==> config.mk <==
export PLATFORM = sky130hd
export DESIGN_NAME = uart_fifo_bridge
export DESIGN_NICKNAME = d
export VERILOG_FILES = /design/src/rtl/uart_fifo_pkg.sv /design/src/rtl/sync_fifo.sv /design/src/rtl/uart_fifo_bridge.sv
export SDC_FILE = /design/constraint.sdc
export NUM_CORES = 1
export LEC_CHECK = 0
export BUFFER_PORTS_ARGS = -buffer_cell sky130_fd_sc_hd__buf_2
export CAP_MARGIN = 20
export CORE_ASPECT_RATIO = 1.75
export CORE_MARGIN = 2
export CORE_UTILIZATION = 33
export DETAILED_ROUTE_END_ITERATION = 8
export SLEW_MARGIN = 30
export SYNTH_ARGS = -nofsm -noshare
export SYNTH_HDL_FRONTEND = slang
export SYNTH_HIERARCHICAL = 1
export SYNTH_SLANG_ARGS = --single-unit
==> constraint.sdc <==
create_clock -name clk -period 2.89 [get_ports clk]
set_input_delay 0.578 -clock clk [delete_from_list [all_inputs] [get_ports clk]]
set_output_delay 0.578 -clock clk [all_outputs]
set_load 0.005 [all_outputs]
==> src/rtl/uart_fifo_pkg.sv <==
// uart_fifo_pkg: shared FIFO depth default and TX issue FSM state encoding
package uart_fifo_pkg;
  localparam int DEPTH_LOG2_DEFAULT = 4;
  typedef enum logic [1:0] {IDLE, ISSUE, GUARD} tx_state_e;
endpackage

==> src/rtl/sync_fifo.sv <==
// sync_fifo: 8-bit first-word-fall-through FIFO of depth 2**AW with occupancy level, full/empty evaluated at cycle start
module sync_fifo #(parameter int AW = 4) (
  input  logic          clk,
  input  logic          reset,
  input  logic          push,
  input  logic          pop,
  input  logic [7:0]    din,
  output logic [7:0]    dout,
  output logic          full,
  output logic          empty,
  output logic [AW:0]   level
);
  logic [7:0] mem [2**AW];
  logic [AW-1:0] wp, rp;
  logic do_push, do_pop;
  assign full = level[AW];
  assign empty = level == '0;
  assign do_push = push && !full;
  assign do_pop = pop && !empty;
  assign dout = mem[rp];
  always_ff @(posedge clk) if (do_push) mem[wp] <= din;
  always_ff @(posedge clk) begin
    if (reset) begin
      wp <= '0;
      rp <= '0;
      level <= '0;
    end else begin
      wp <= wp + AW'(do_push);
      rp <= rp + AW'(do_pop);
      level <= level + (AW+1)'(do_push) - (AW+1)'(do_pop);
    end
  end
endmodule

==> src/rtl/uart_fifo_bridge.sv <==
// uart_fifo_bridge: CPU TX/RX FIFOs around a UART core; define UART_FIFO_OVERRUN_EN to drop RX bytes on full with sticky rx_overrun
module uart_fifo_bridge
  import uart_fifo_pkg::*;
#(parameter int DEPTH_LOG2 = DEPTH_LOG2_DEFAULT) (
  input  logic                  clk,
  input  logic                  reset,
  input  logic                  tx_wr,
  input  logic [7:0]            tx_data,
  output logic                  tx_full,
  output logic [DEPTH_LOG2:0]   tx_level,
  input  logic                  rx_rd,
  output logic [7:0]            rx_data,
  output logic                  rx_valid,
  output logic [DEPTH_LOG2:0]   rx_level,
  output logic                  uart_wr,
  output logic [7:0]            uart_tx_data,
  input  logic                  uart_busy,
  output logic                  uart_rd,
  input  logic [7:0]            uart_rx_data,
`ifdef UART_FIFO_OVERRUN_EN
  output logic                  rx_overrun,
  input  logic                  rx_ovr_clr,
`endif
  input  logic                  uart_valid
);
  tx_state_e state, state_n;
  logic tx_empty, tx_pop, rx_empty, rx_full;
  logic [7:0] tx_head;
  sync_fifo #(.AW(DEPTH_LOG2)) u_tx (
    .clk(clk), .reset(reset), .push(tx_wr), .pop(tx_pop), .din(tx_data), .dout(tx_head),
    .full(tx_full), .empty(tx_empty), .level(tx_level)
  );
  assign tx_pop = state == IDLE && !tx_empty && !uart_busy;
  assign uart_wr = state == ISSUE;
  always_comb state_n = tx_pop ? ISSUE : state == ISSUE ? GUARD : IDLE;
  always_ff @(posedge clk) state <= reset ? IDLE : state_n;
  always_ff @(posedge clk) begin
    if (reset) uart_tx_data <= '0;
    else if (tx_pop) uart_tx_data <= tx_head;
  end
`ifdef UART_FIFO_OVERRUN_EN
  assign uart_rd = uart_valid && !reset;
  always_ff @(posedge clk) begin
    if (reset) rx_overrun <= 1'b0;
    else rx_overrun <= (uart_valid && rx_full) || (rx_overrun && !rx_ovr_clr);
  end
`else
  assign uart_rd = uart_valid && !rx_full && !reset;
`endif
  assign rx_valid = !rx_empty;
  sync_fifo #(.AW(DEPTH_LOG2)) u_rx (
    .clk(clk), .reset(reset), .push(uart_rd), .pop(rx_rd), .din(uart_rx_data), .dout(rx_data),
    .full(rx_full), .empty(rx_empty), .level(rx_level)
  );
endmodule

==> impl_metrics.csv <==
group,metric,value,unit
setup_path,critPathLaunchType,"register",
cells_and_area,diodes,0,
global_route,top_usage_layer,"met2",
drt,wl,24400,um
setup_path,max_stage_delay,0.50,ns
sta,finalCriticalPeriod,2.81,ns
global_route,track_usage,0.132,
global_route,overflow,0,
setup_path,critical_path_arrival,2.24,ns
synth,synth_top_area_share,0.656,
job,cap_violations,0,
die,dieHeight,253,um
status,status,"complete, no violations",
cells_and_area,drive_gt1_frac,0.267,
setup_path,cp_top_family,"multiplexers",
global_route,grt_util_met1,0.139,
global_route,use_met2,0.264,
synth,synth_area_per_cell,18.9,um^2
global_route,grt_pass1_wl,36700,um
synth,yosysTopAreaCell,"edfxtp_1",
drt,dr_total_vias,5776,
clock_network,root_buffer,"clkbuf_16",
hold_path,min_path_type,"input port to register",
sta,hold_viol_final,0,
setup_path,crit_required,2.31,ns
drt,drc,0,
power_and_ir_drop,irDropWorstVdd,0.490,mV
synth,synth.cell_area,0.0117,mm^2
cells_and_area,layout.nets,764,
clock_network,worst_skew_pair.late_latency,0.56,ns
cells_and_area,fin_util,0.389,
place,numPortBuffers,51,
cells_and_area,fill_cells,3181,
sta,max_freq,0.355,GHz
sta,drv_slew,0,
drt,wl_per_cell,20.2,um
synth,ys_ff_latch,292,
power_and_ir_drop,powerDensity,799,mW/mm^2
synth,synth.distinct_cells,35,
global_route,grtUsageMet3,0.0209,
setup_path,critical_path_class,"register to output port",
die,fp-row-count,91,
sta,slew_headroom,0.457,
setup_path,cp_slowest_cell,"mux4_2",
sta,clock_skew,0.0147,ns
setup_path,path_cells,"bufbuf_16 -> mux4_2 -> a22oi_1 -> nand2_1 -> buf_2",
global_route,antenna_found_initial,0,
drt,first_iter_violations,286,
synth,synth_fp_nets,663,
place,gp_congestion,0.774,
sta,post-route-period-util,0.974,
synth,yosys-top-cells-area,"edfxtp_1, mux4_2, mux4_1",
setup_path,cp-end-kind,"output port",
synth,synth_seq_area_share,0.718,
synth,synth_edf_count,256,
clock_network,clockBufferDepth,3,
drt,dr.pass1.iters,4,
die,core,0.0352,mm^2
die,initial_core_util,0.333,
drt,viasPerCell,4.80,
die,die_w,146,um
clock_network,cts_buffers,27,
clock_network,cts_tree,"yes",
clock_network,clkTransAtPathRegs,0.07,ns
die,io_pins,52,
synth,post-synth-top-count-cell,"edfxtp_1",
sta,holdWs,0.399,ns
global_route,grt_pass1_vias,6020,
synth,ys_top_cells_by_count,"edfxtp_1, nor2_1, dfxtp_1, mux4_2, a22oi_1",
synth,yosysWarnings,6,
sta,rsz0062_at_grt,"yes",
clock_network,cts_sinks,292,
synth,async_flop_share,0,
global_route,grt_max_degree,45,
synth,syn-instance-count,619,
die,die_area,0.0371,mm^2
sta,setup-violations-final,0,
clock_network,cts_hold_buf,0,
sta,worst_pin_slew,0.811,ns
drt,ant_nets,0,
synth,synth_ff_type,"edfxtp_1",
cells_and_area,area_growth,16.9,%
setup_path,cp_num_buf_inv,2,
place,detailed_place_hpwl,16600,um
power_and_ir_drop,p_leak,4.63,nW
clock_network,cts_max_level,1,
setup_path,crit_fanout,12,
cells_and_area,final_cells,1204,
place,place_inst,1154,
setup_path,rrSetupSlack,0.22,ns
cell usage in the layout (no fill, tap or decap), drive strengths merged:
master and instances:
bufinv 3, nand2b 22, a21o 2, o21bai 2, nand3b 2, buf 100
bufbuf 1, clkbuf 31, mux2i 8, and2 2, nor2b 20, ha 20
nor2 40, nand2 20, a22oi 32, fa 2, xnor2 6, mux4 64
nor4b 2, dfxtp 36, and2b 3, nor3b 3, xor2 6, a21oi 4
or3 2, inv 21, clkinvlp 2, clkinv 8, nor4 1, edfxtp 256
nand3 8, nor3 10
metrics by stage:
step,total power [mW],worst slack [ns],TNS (ns),instance area (um^2)
2_1_floorplan,6.64,0.0557,0,11700
3_3_place_gp,7.38,0.102,0,12700
3_5_place_dp,7.39,0.0166,0,12700
4_1_cts,11.1,-0.0235,-0.0235,13700
5_1_grt,11.5,-0.0149,-0.0237,13700
6_report,11.0,0.0754,0,13700
cells by family after synthesis:
group	count (synthesis)	synth area share
xor+xnor	12	0.00897
fa+ha+maj	22	0.0248
flops	292	0.718
compound gates	40	0.0248
buf+inv	46	0.0245
simple gates	135	0.0606
mux	72	0.139
where the power goes:
part	switching, mW	internal [mW]	total (mW)
Sequential	0.166	4.78	4.95
Clock	1.59	2.02	3.60
Combinational	1.11	1.28	2.40
Total	2.87	8.08	11.0
flip-flops by register name (all words and copies together) (netlist names):
| signal | cells |
|---|---|
| state | 2 |
| u_rx/level | 5 |
| u_rx/mem | 128 |
| u_rx/rp | 4 |
| u_rx/wp | 4 |
| u_tx/level | 5 |
| u_tx/mem | 128 |
| u_tx/rp | 4 |
| u_tx/wp | 4 |
| uart_tx_data | 8 |
layout make-up:
class	instances	area, um^2	area share
clock inverter	17	200	0.0146
multi-input combinational	281	3060	0.223
sequential	292	8410	0.614
tap	465	582	0.0425
clock buffer	31	691	0.0504
timing repair buffer	101	697	0.0509
inverter	17	63.8	0.00466
repair_timing:
item / in CTS / in global routing
pin swaps: 0 / 2
endpoints found under the setup margin: 3 / 10
gates cloned: 1 / 0
buffers inserted: 0 / 1
gates resized for setup: 2 / 13
worst paths after layout:
| path | from | end | depth (start not counted) |
|---|---|---|---|
| worst max-delay path | u_rx/rp[0]$_SDFF_PP0_ | rx_data[6] | 5 |
| worst min register to register | uart_tx_data[3]$_SDFFE_PP0P_ | uart_tx_data[3]$_SDFFE_PP0P_ | 2 |
| worst min-delay path | tx_data[2] | u_tx/mem[12][2]$_DFFE_PP_ | 1 |
| worst max register to register | u_tx/level[2]$_SDFF_PP0_ | u_tx/level[4]$_SDFF_PP0_ | 15 |
layer usage:
| layer | vias to the layer above | part of all wire |
|---|---|---|
| met3 | 39 | 0.034 |
| met2 | 109 | 0.57 |
| met4 | 0 | 0.025 |
| li1 | 2654 | - |
| met1 | 2974 | 0.37 |
| met5 | - | 0 |
(Power assumes the default switching activity.)
